**config.mk**
```make
export PLATFORM = sky130hd
export DESIGN_NAME = cpu_mc_flat
export DESIGN_NICKNAME = d
export VERILOG_FILES = /design/src/rtl/cpu_mc_if.sv /design/src/rtl/cpu_mc.sv /design/src/flat_wrapper.sv
export SDC_FILE = /design/constraint.sdc
export NUM_CORES = 2
export LEC_CHECK = 0
export CAP_MARGIN = 20
export CORE_ASPECT_RATIO = 2
export CORE_MARGIN = 2
export CORE_UTILIZATION = 45
export CTS_CLUSTER_DIAMETER = 80
export DETAILED_ROUTE_END_ITERATION = 8
export GPL_ROUTABILITY_DRIVEN = 1
export SLEW_MARGIN = 20
export SYNTH_ARGS = -nofsm -noshare
export SYNTH_HDL_FRONTEND = slang
export SYNTH_SLANG_ARGS = --single-unit
```
**constraint.sdc**
```tcl
create_clock -name clk -period 13.63 [get_ports clk]
set_input_delay 2.726 -clock clk [delete_from_list [all_inputs] [get_ports clk]]
set_output_delay 2.726 -clock clk [all_outputs]
set_load 0.01 [all_outputs]
```
**src/rtl/cpu_mc_if.sv**
```systemverilog
// Valid/ready instruction and data buses between the cpu_mc core and its memory system.
interface cpu_mc_if #(
    parameter int unsigned ADDR_W = 32
);
    logic              imem_req;
    logic [ADDR_W-1:0] imem_addr;
    logic              imem_ready;
    logic [31:0]       imem_rdata;
    logic              dmem_req;
    logic              dmem_we;
    logic [ADDR_W-1:0] dmem_addr;
    logic [3:0]        dmem_wstrb;
    logic [31:0]       dmem_wdata;
    logic              dmem_ready;
    logic [31:0]       dmem_rdata;

    modport master (
        output imem_req, imem_addr, dmem_req, dmem_we, dmem_addr, dmem_wstrb, dmem_wdata,
        input  imem_ready, imem_rdata, dmem_ready, dmem_rdata
    );
    modport slave (
        input  imem_req, imem_addr, dmem_req, dmem_we, dmem_addr, dmem_wstrb, dmem_wdata,
        output imem_ready, imem_rdata, dmem_ready, dmem_rdata
    );
endinterface

```
**src/rtl/cpu_mc.sv**
```systemverilog
// Multi-cycle RV32I core: FETCH -> EXEC -> [MEM] -> WB with valid/ready buses, one instruction
// in flight, and a sticky HALT state for illegal or misaligned operations.
module cpu_mc #(
    parameter logic [31:0] RESET_VECTOR = 32'h0000_0000,
    parameter int unsigned ADDR_W       = 32,
    parameter bit          HALT_ON_ERR  = 1'b1
) (
    input  logic        clk,
    input  logic        reset,
    cpu_mc_if.master    bus,
    output logic        retire,
    output logic [31:0] pc_o,
    output logic        halted
);
    typedef enum logic [2:0] {StFetch, StExec, StMem, StWb, StHalt} state_e;

    localparam logic [6:0] OpLui    = 7'b0110111;
    localparam logic [6:0] OpAuipc  = 7'b0010111;
    localparam logic [6:0] OpJal    = 7'b1101111;
    localparam logic [6:0] OpJalr   = 7'b1100111;
    localparam logic [6:0] OpBranch = 7'b1100011;
    localparam logic [6:0] OpLoad   = 7'b0000011;
    localparam logic [6:0] OpStore  = 7'b0100011;
    localparam logic [6:0] OpImm    = 7'b0010011;
    localparam logic [6:0] OpReg    = 7'b0110011;

    state_e      state_q, state_d;
    logic [31:0] pc_q, ir_q, next_pc_q, ea_q, wb_val_q, wdata_q;
    logic [3:0]  wstrb_q;
    logic        wb_en_q, we_q;
    logic [31:0] rf_q [32];

    logic [6:0]  opcode;
    logic [4:0]  rd, rs1_idx, rs2_idx;
    logic [2:0]  f3;
    logic [31:0] imm_i, imm_s, imm_b, imm_u, imm_j;
    logic [31:0] rs1_val, rs2_val, pc_plus4, op_b, alu_res;
    logic        br_taken;

    assign opcode  = ir_q[6:0];
    assign rd      = ir_q[11:7];
    assign f3      = ir_q[14:12];
    assign rs1_idx = ir_q[19:15];
    assign rs2_idx = ir_q[24:20];
    assign imm_i   = {{20{ir_q[31]}}, ir_q[31:20]};
    assign imm_s   = {{20{ir_q[31]}}, ir_q[31:25], ir_q[11:7]};
    assign imm_b   = {{19{ir_q[31]}}, ir_q[31], ir_q[7], ir_q[30:25], ir_q[11:8], 1'b0};
    assign imm_u   = {ir_q[31:12], 12'b0};
    assign imm_j   = {{11{ir_q[31]}}, ir_q[31], ir_q[19:12], ir_q[20], ir_q[30:21], 1'b0};
    assign rs1_val = (rs1_idx == 5'd0) ? 32'd0 : rf_q[rs1_idx];
    assign rs2_val = (rs2_idx == 5'd0) ? 32'd0 : rf_q[rs2_idx];
    assign pc_plus4 = pc_q + 32'd4;

    always_comb begin
        op_b = (opcode == OpReg) ? rs2_val : imm_i;
        case (f3)
            3'd0:    alu_res = (opcode == OpReg && ir_q[30]) ? rs1_val - op_b : rs1_val + op_b;
            3'd1:    alu_res = rs1_val << op_b[4:0];
            3'd2:    alu_res = {31'd0, $signed(rs1_val) < $signed(op_b)};
            3'd3:    alu_res = {31'd0, rs1_val < op_b};
            3'd4:    alu_res = rs1_val ^ op_b;
            3'd5:    alu_res = ir_q[30] ? 32'($signed(rs1_val) >>> op_b[4:0])
                                        : rs1_val >> op_b[4:0];
            3'd6:    alu_res = rs1_val | op_b;
            default: alu_res = rs1_val & op_b;
        endcase
        case (f3)
            3'd0:    br_taken = (rs1_val == rs2_val);
            3'd1:    br_taken = (rs1_val != rs2_val);
            3'd4:    br_taken = ($signed(rs1_val) < $signed(rs2_val));
            3'd5:    br_taken = ($signed(rs1_val) >= $signed(rs2_val));
            3'd6:    br_taken = (rs1_val < rs2_val);
            3'd7:    br_taken = (rs1_val >= rs2_val);
            default: br_taken = 1'b0;
        endcase
    end

    logic        illegal, is_load, is_store, jump, wb_en;
    logic [31:0] target, ea, wb_val, next_pc, wdata;
    logic [3:0]  wstrb;

    always_comb begin
        illegal  = 1'b0;
        is_load  = 1'b0;
        is_store = 1'b0;
        jump     = 1'b0;
        wb_en    = (rd != 5'd0);
        wb_val   = alu_res;
        target   = pc_q + imm_b;
        ea       = rs1_val + ((opcode == OpStore) ? imm_s : imm_i);
        case (opcode)
            OpLui:    wb_val = imm_u;
            OpAuipc:  wb_val = pc_q + imm_u;
            OpJal: begin
                wb_val = pc_plus4;
                jump   = 1'b1;
                target = pc_q + imm_j;
            end
            OpJalr: begin
                wb_val  = pc_plus4;
                jump    = 1'b1;
                target  = (rs1_val + imm_i) & ~32'd1;
                illegal = (f3 != 3'd0);
            end
            OpBranch: begin
                wb_en   = 1'b0;
                jump    = br_taken;
                illegal = (f3[2:1] == 2'b01);
            end
            OpLoad: begin
                is_load = 1'b1;
                illegal = (f3 == 3'd3) || (f3[2:1] == 2'b11);
            end
            OpStore: begin
                wb_en    = 1'b0;
                is_store = 1'b1;
                illegal  = (f3[2] || f3[1:0] == 2'b11);
            end
            OpImm, OpReg: ;
            default:  illegal = 1'b1;
        endcase
        // Alignment: halfwords need ea[0]=0, words need ea[1:0]=0.
        if ((is_load || is_store) &&
            ((f3[1:0] == 2'b01 && ea[0]) || (f3[1:0] == 2'b10 && ea[1:0] != 2'b00))) begin
            illegal = 1'b1;
        end
        if (jump && target[1:0] != 2'b00) begin
            illegal = 1'b1;
        end
        next_pc = (jump && !illegal) ? target : pc_plus4;
        case (f3[1:0])
            2'b00: begin
                wstrb = 4'b0001 << ea[1:0];
                wdata = {4{rs2_val[7:0]}};
            end
            2'b01: begin
                wstrb = ea[1] ? 4'b1100 : 4'b0011;
                wdata = {2{rs2_val[15:0]}};
            end
            default: begin
                wstrb = 4'b1111;
                wdata = rs2_val;
            end
        endcase
    end

    logic [31:0] ld_shift, load_val;
    assign ld_shift = bus.dmem_rdata >> {ea_q[1:0], 3'b000};

    always_comb begin
        case (f3)
            3'd0:    load_val = {{24{ld_shift[7]}}, ld_shift[7:0]};
            3'd1:    load_val = {{16{ld_shift[15]}}, ld_shift[15:0]};
            3'd4:    load_val = {24'd0, ld_shift[7:0]};
            3'd5:    load_val = {16'd0, ld_shift[15:0]};
            default: load_val = ld_shift;
        endcase
    end

    always_comb begin
        state_d = state_q;
        unique case (state_q)
            StFetch: if (bus.imem_ready) state_d = StExec;
            StExec: begin
                if (illegal && HALT_ON_ERR)             state_d = StHalt;
                else if (!illegal && (is_load || is_store)) state_d = StMem;
                else                                    state_d = StWb;
            end
            StMem:   if (bus.dmem_ready) state_d = StWb;
            StWb:    state_d = StFetch;
            StHalt:  state_d = StHalt;
            default: state_d = StFetch;
        endcase
    end

    always_ff @(posedge clk or negedge reset) begin
        if (!reset) state_q <= StFetch;
        else        state_q <= state_d;
    end

    always_ff @(posedge clk or negedge reset) begin
        if (!reset) begin
            pc_q      <= RESET_VECTOR;
            ir_q      <= '0;
            next_pc_q <= '0;
            ea_q      <= '0;
            wb_val_q  <= '0;
            wdata_q   <= '0;
            wstrb_q   <= '0;
            wb_en_q   <= 1'b0;
            we_q      <= 1'b0;
            for (int i = 0; i < 32; i++) rf_q[i] <= '0;
        end else begin
            case (state_q)
                StFetch: if (bus.imem_ready) ir_q <= bus.imem_rdata;
                StExec: begin
                    next_pc_q <= next_pc;
                    ea_q      <= ea;
                    wb_val_q  <= wb_val;
                    wb_en_q   <= wb_en && !illegal;
                    we_q      <= is_store;
                    wstrb_q   <= is_store ? wstrb : 4'b0000;
                    wdata_q   <= wdata;
                end
                StMem: if (bus.dmem_ready && !we_q) wb_val_q <= load_val;
                StWb: begin
                    pc_q <= next_pc_q;
                    if (wb_en_q) rf_q[rd] <= wb_val_q;
                end
                default: ;
            endcase
        end
    end

    // Requests are gated by reset so an abandoned transfer drops the instant reset asserts.
    assign bus.imem_req   = reset && (state_q == StFetch);
    assign bus.imem_addr  = pc_q[ADDR_W-1:0];
    assign bus.dmem_req   = reset && (state_q == StMem);
    assign bus.dmem_we    = bus.dmem_req && we_q;
    assign bus.dmem_addr  = {ea_q[ADDR_W-1:2], 2'b00};
    assign bus.dmem_wstrb = bus.dmem_req ? wstrb_q : 4'b0000;
    assign bus.dmem_wdata = wdata_q;
    assign retire         = (state_q == StWb);
    assign halted         = (state_q == StHalt);
    assign pc_o           = pc_q;
endmodule
```
**src/flat_wrapper.sv**
```systemverilog
// flat-port wrapper written by rule: the top's interface ports become plain ports
module cpu_mc_flat 
#(
    parameter logic [31:0] RESET_VECTOR = 32'h0000_0000,
    parameter int unsigned ADDR_W       = 32,
    parameter bit          HALT_ON_ERR  = 1'b1
)
  (clk, reset, retire, pc_o, halted, bus_imem_req, bus_imem_addr, bus_dmem_req, bus_dmem_we, bus_dmem_addr, bus_dmem_wstrb, bus_dmem_wdata, bus_imem_ready, bus_imem_rdata, bus_dmem_ready, bus_dmem_rdata);
  cpu_mc_if #(.ADDR_W(ADDR_W)) bus_i ();
  input  logic clk;
  input  logic reset;
  output logic retire;
  output logic [31:0] pc_o;
  output logic halted;
  output wire logic [$bits(bus_i.imem_req)-1:0] bus_imem_req;
  output wire logic [$bits(bus_i.imem_addr)-1:0] bus_imem_addr;
  output wire logic [$bits(bus_i.dmem_req)-1:0] bus_dmem_req;
  output wire logic [$bits(bus_i.dmem_we)-1:0] bus_dmem_we;
  output wire logic [$bits(bus_i.dmem_addr)-1:0] bus_dmem_addr;
  output wire logic [$bits(bus_i.dmem_wstrb)-1:0] bus_dmem_wstrb;
  output wire logic [$bits(bus_i.dmem_wdata)-1:0] bus_dmem_wdata;
  input wire logic [$bits(bus_i.imem_ready)-1:0] bus_imem_ready;
  input wire logic [$bits(bus_i.imem_rdata)-1:0] bus_imem_rdata;
  input wire logic [$bits(bus_i.dmem_ready)-1:0] bus_dmem_ready;
  input wire logic [$bits(bus_i.dmem_rdata)-1:0] bus_dmem_rdata;
  assign bus_imem_req = bus_i.imem_req;
  assign bus_imem_addr = bus_i.imem_addr;
  assign bus_dmem_req = bus_i.dmem_req;
  assign bus_dmem_we = bus_i.dmem_we;
  assign bus_dmem_addr = bus_i.dmem_addr;
  assign bus_dmem_wstrb = bus_i.dmem_wstrb;
  assign bus_dmem_wdata = bus_i.dmem_wdata;
  assign bus_i.imem_ready = bus_imem_ready;
  assign bus_i.imem_rdata = bus_imem_rdata;
  assign bus_i.dmem_ready = bus_dmem_ready;
  assign bus_i.dmem_rdata = bus_dmem_rdata;
  cpu_mc #(.RESET_VECTOR(RESET_VECTOR), .ADDR_W(ADDR_W), .HALT_ON_ERR(HALT_ON_ERR)) u_core (.clk(clk), .reset(reset), .bus(bus_i), .retire(retire), .pc_o(pc_o), .halted(halted));
endmodule
```
==> results.yml <==
run_status:
  status: "completed"
power:
  power.density_mw_per_mm2: 83.39
  totalPowerFinal_w: 0.007402
  ir_drop_uv: 129.9
  p_leak_nw: 39.98
synth:
  synthFlopType: "dfrtp_1"
  synth-seq-cells: 1225
  synth_fa_ha_area_share_pct: 3.488
  synth.cell_area_mm2: 0.07977
  synth_compound_area_share_pct: 10.50
  avgSynthCellArea_um2: 11.70
  synthArstFlopShare_pct: 100.0
  synthXorXnorAreaFrac_pct: 1.669
  syn_inst: 6816
  synth_cell_types: 104
  synth_edf_count: 0
  ys_seq_area_share_pct: 38.43
  synth_top_family_by_area: "multiplexers"
  synthMuxAreaShare_pct: 34.66
  yosys.area_share.simple_pct: 6.701
  synth_warnings: 0
floorplanning:
  die_area_mm2: 0.1809
  start_util_pct: 45.27
  die_w_um: 301.7
  core-area_mm2: 0.1762
  ios: 205
  rows: 218
  die_h_um: 599.4
timing:
  fmax_mhz: 107.2
  final.min_clock_period_ns: 9.328
  setup_viol: 0
  fin_crit_sh_pct: 68.44
  hold_viol_final: 0
  skew_ns: 0.05050
  grt_setup_unrepaired: "false"
  max_slew_margin_pct: 12.08
  tightestPinTransition_ns: 1.309
  tns_ns: 0
  slew_violations: 0
clocking:
  cts.repair.resized: 0
  cts.sinks: 1225
  cts_tree: "done"
  cts_hold_buf: 0
  clockBufferDepth: 3
  cts_root_buf: "clkbuf_16"
  post_cts_buffers: 0
  clock_latency_ns: 0.85
  numCtsBuffers: 115
  cts_max_level: 3
  path_clk_slew_ns: 0.07
detailed_routing:
  remaining_drc_errors: 0
  route.detailed.wl_per_inst_um: 44.16
  first_pass_iters: 6
  via_per_inst: 6.962
  top_layer: "met5"
  wl_met3_mm: 32.58
  drtIter0Drc: 6056
  wl_met1_mm: 123.2
  vias: 64030
  wl_met2_mm: 194.1
  postRouteAntennaNets: 0
  routed_wl_mm: 406.1
place:
  placedInstanceArea_mm2: 0.08406
  portBuffers: 202
  dp_hpwl_mm: 284.0
  gp_congestion: 1.130
final_layout:
  drive_gt1_share_pct: 33.65
  nFillCells: 15820
  nNetsFinal: 7033
  layout_common_cells: "1205 x dfrtp_1, 1097 x mux2_2, 568 x mux4_2"
  area_growth_pct: 11.27
  fin_area_mm2: 0.08876
  final_common_cell: "dfrtp_1"
worst_setup_path:
  required_ns: 14.39
  critPathMaxStageDelay_ns: 0.94
  endpoint_kind: "flip-flop"
  path_cells: "buf_12 -> buf_4 -> mux4_2 -> mux4_2 -> a22oi_2 -> inv_1 -> ha_1 -> nand4_1 -> nor4_1 -> buf_4 -> and3_1 -> nand2_1 -> a21oi_1 -> o22ai_1 -> and3_1 -> nor4b_1 -> o22ai_2 -> nor2_4 -> buf_4 -> mux2_2 -> o21ai_0"
  cp_data_arrival_time_ns: 10.09
  slowest_stage: "dfrtp_4"
  critPathMaxFanout: 98
  crit_type: "flip-flop to flip-flop"
  crit_top_cell: "buf_4"
  worst_setup_path_start_kind: "flip-flop"
grt:
  grt_pass1_vias: 65320
  grt_pass1_wl_mm: 558.2
  antenna_found_initial: 56
  overflow: 0
  grt_max_degree: 149
  grtUsageTotal_pct: 45.72
run:
  drv_cap: 0
hold_path:
  hp-class: "flip-flop to flip-flop"
-- synth_stat cells (12+ instances only) --
master	n	area, um^2
a221o_1	15	150.1
a31oi_1	44	275.3
nor3_1	68	340.3
a22oi_1	44	330.3
buf_4	77	578.1
and3_1	34	212.7
nand2b_1	21	131.4
o21bai_1	33	247.7
inv_1	143	536.8
nand2_1	490	1839
ha_1	212	2653
nor2b_1	34	212.7
buf_2	75	375.4
a211o_1	16	140.1
and2_1	27	168.9
buf_1	82	307.8
nand3_1	80	400.4
o211ai_1	35	262.8
o21ai_0	311	1556
clkbuf_1	402	1509
o2111ai_1	12	105.1
buf_6	20	225.2
nor4_1	16	100.1
xnor2_1	95	832.1
a221oi_1	19	166.4
or3_1	28	175.2
o22ai_1	42	262.8
nand4_1	32	200.2
mux2i_1	246	2462
dfrtp_1	1225	30650
o21ai_1	40	200.2
a21oi_1	369	1847
mux4_2	568	12790
mux2_2	1097	12350
xor2_1	57	499.2
o31ai_1	28	210.2
a211oi_1	63	473.0
o221ai_1	36	315.3
a21o_1	55	412.9
o21a_1	32	240.2
nor2_1	293	1100
-- path summary, 6_finish.rpt --
kind	from	to	slack, ns	cells past startpoint
max	u_core.ir_q[15]	u_core.next_pc_q[20]	4.30	21
max reg2reg	u_core.ir_q[15]	u_core.next_pc_q[20]	4.30	21
min	u_core.bus.dmem_wdata[29]	u_core.bus.dmem_wdata[29]	0.48	2
min in group asynchronous	reset	u_core.rf_q[790]	1.73	1
max in group asynchronous	reset	u_core.rf_q[560]	7.49	6
min reg2reg	u_core.bus.dmem_wdata[29]	u_core.bus.dmem_wdata[29]	0.48	2
-- worst max-delay path: cells and delay by family, from the launching register on --
kind | cells | cell delay (ns)
AO/OA/AOI/OAI | 5 | 1.30
adder cells (fa/ha/maj) | 1 | 0.66
buffers and inverters | 5 | 2.50
flip-flops | 1 | 0.94
multiplexers | 3 | 1.49
AND/OR/NAND/NOR | 7 | 1.97
-- layout make-up --
| type | instances | area, um^2 | share of cell area, % |
|---|---|---|---|
| multi-input cells | 4781 | 46020 | 51.85 |
| clock inverters | 56 | 923.4 | 1.040 |
| clock buffers | 154 | 3244 | 3.655 |
| flip-flops and latches | 1225 | 30700 | 34.58 |
| repair buffers | 473 | 4295 | 4.839 |
| inverters | 151 | 571.8 | 0.6442 |
| well taps | 2310 | 2890 | 3.256 |
| diodes | 47 | 117.6 | 0.1325 |
-- flip-flops by register name, summed over array words and instances (netlist names) --
signal / count
u_core.bus.dmem_wdata: 32
u_core.bus.imem_addr: 32
u_core.ea_q: 32
u_core.ir_q: 32
u_core.next_pc_q: 32
u_core.rf_q: 1024
u_core.state_q: 3
u_core.wb_en_q: 1
u_core.wb_val_q: 32
u_core.we_q: 1
u_core.wstrb_q: 4
-- where the power goes --
part           switching [W]  internal, W
Sequential                 0      0.00363
Clock                0.00163      0.00203
Combinational      0.0000909    0.0000237
Total                0.00172      0.00569
-- through the flow --
stage	cells	worst slack [ns]	hold slack, ns	util [%]
after global routing	9176	3.972	0.4915	50.34
after detailed placement	8926	4.668	0.4676	47.71
after floorplan	6817	7.497	0.4355	-
final	9197	4.302	0.4803	50.37
after CTS	9136	4.646	0.4723	50.07
after global placement	8920	4.739	0.4577	47.65
-- cells by family after synthesis --
logic type | Yosys count
other cells | 1
buf+inv | 811
simple gates | 1181
fa+ha+maj | 219
mux | 1914
compound gates | 1313
xor+xnor | 152
flops | 1225
-- metal layers --
layer  vias to the layer above  global-route usage [%]
met2                      3622                   72.45
met5                         -                   1.136
met1                     33210                   43.63
met3                      1725                   15.55
li1                      25450                       -
met4                        26                   51.27
Power figures use the tool's default switching activity.
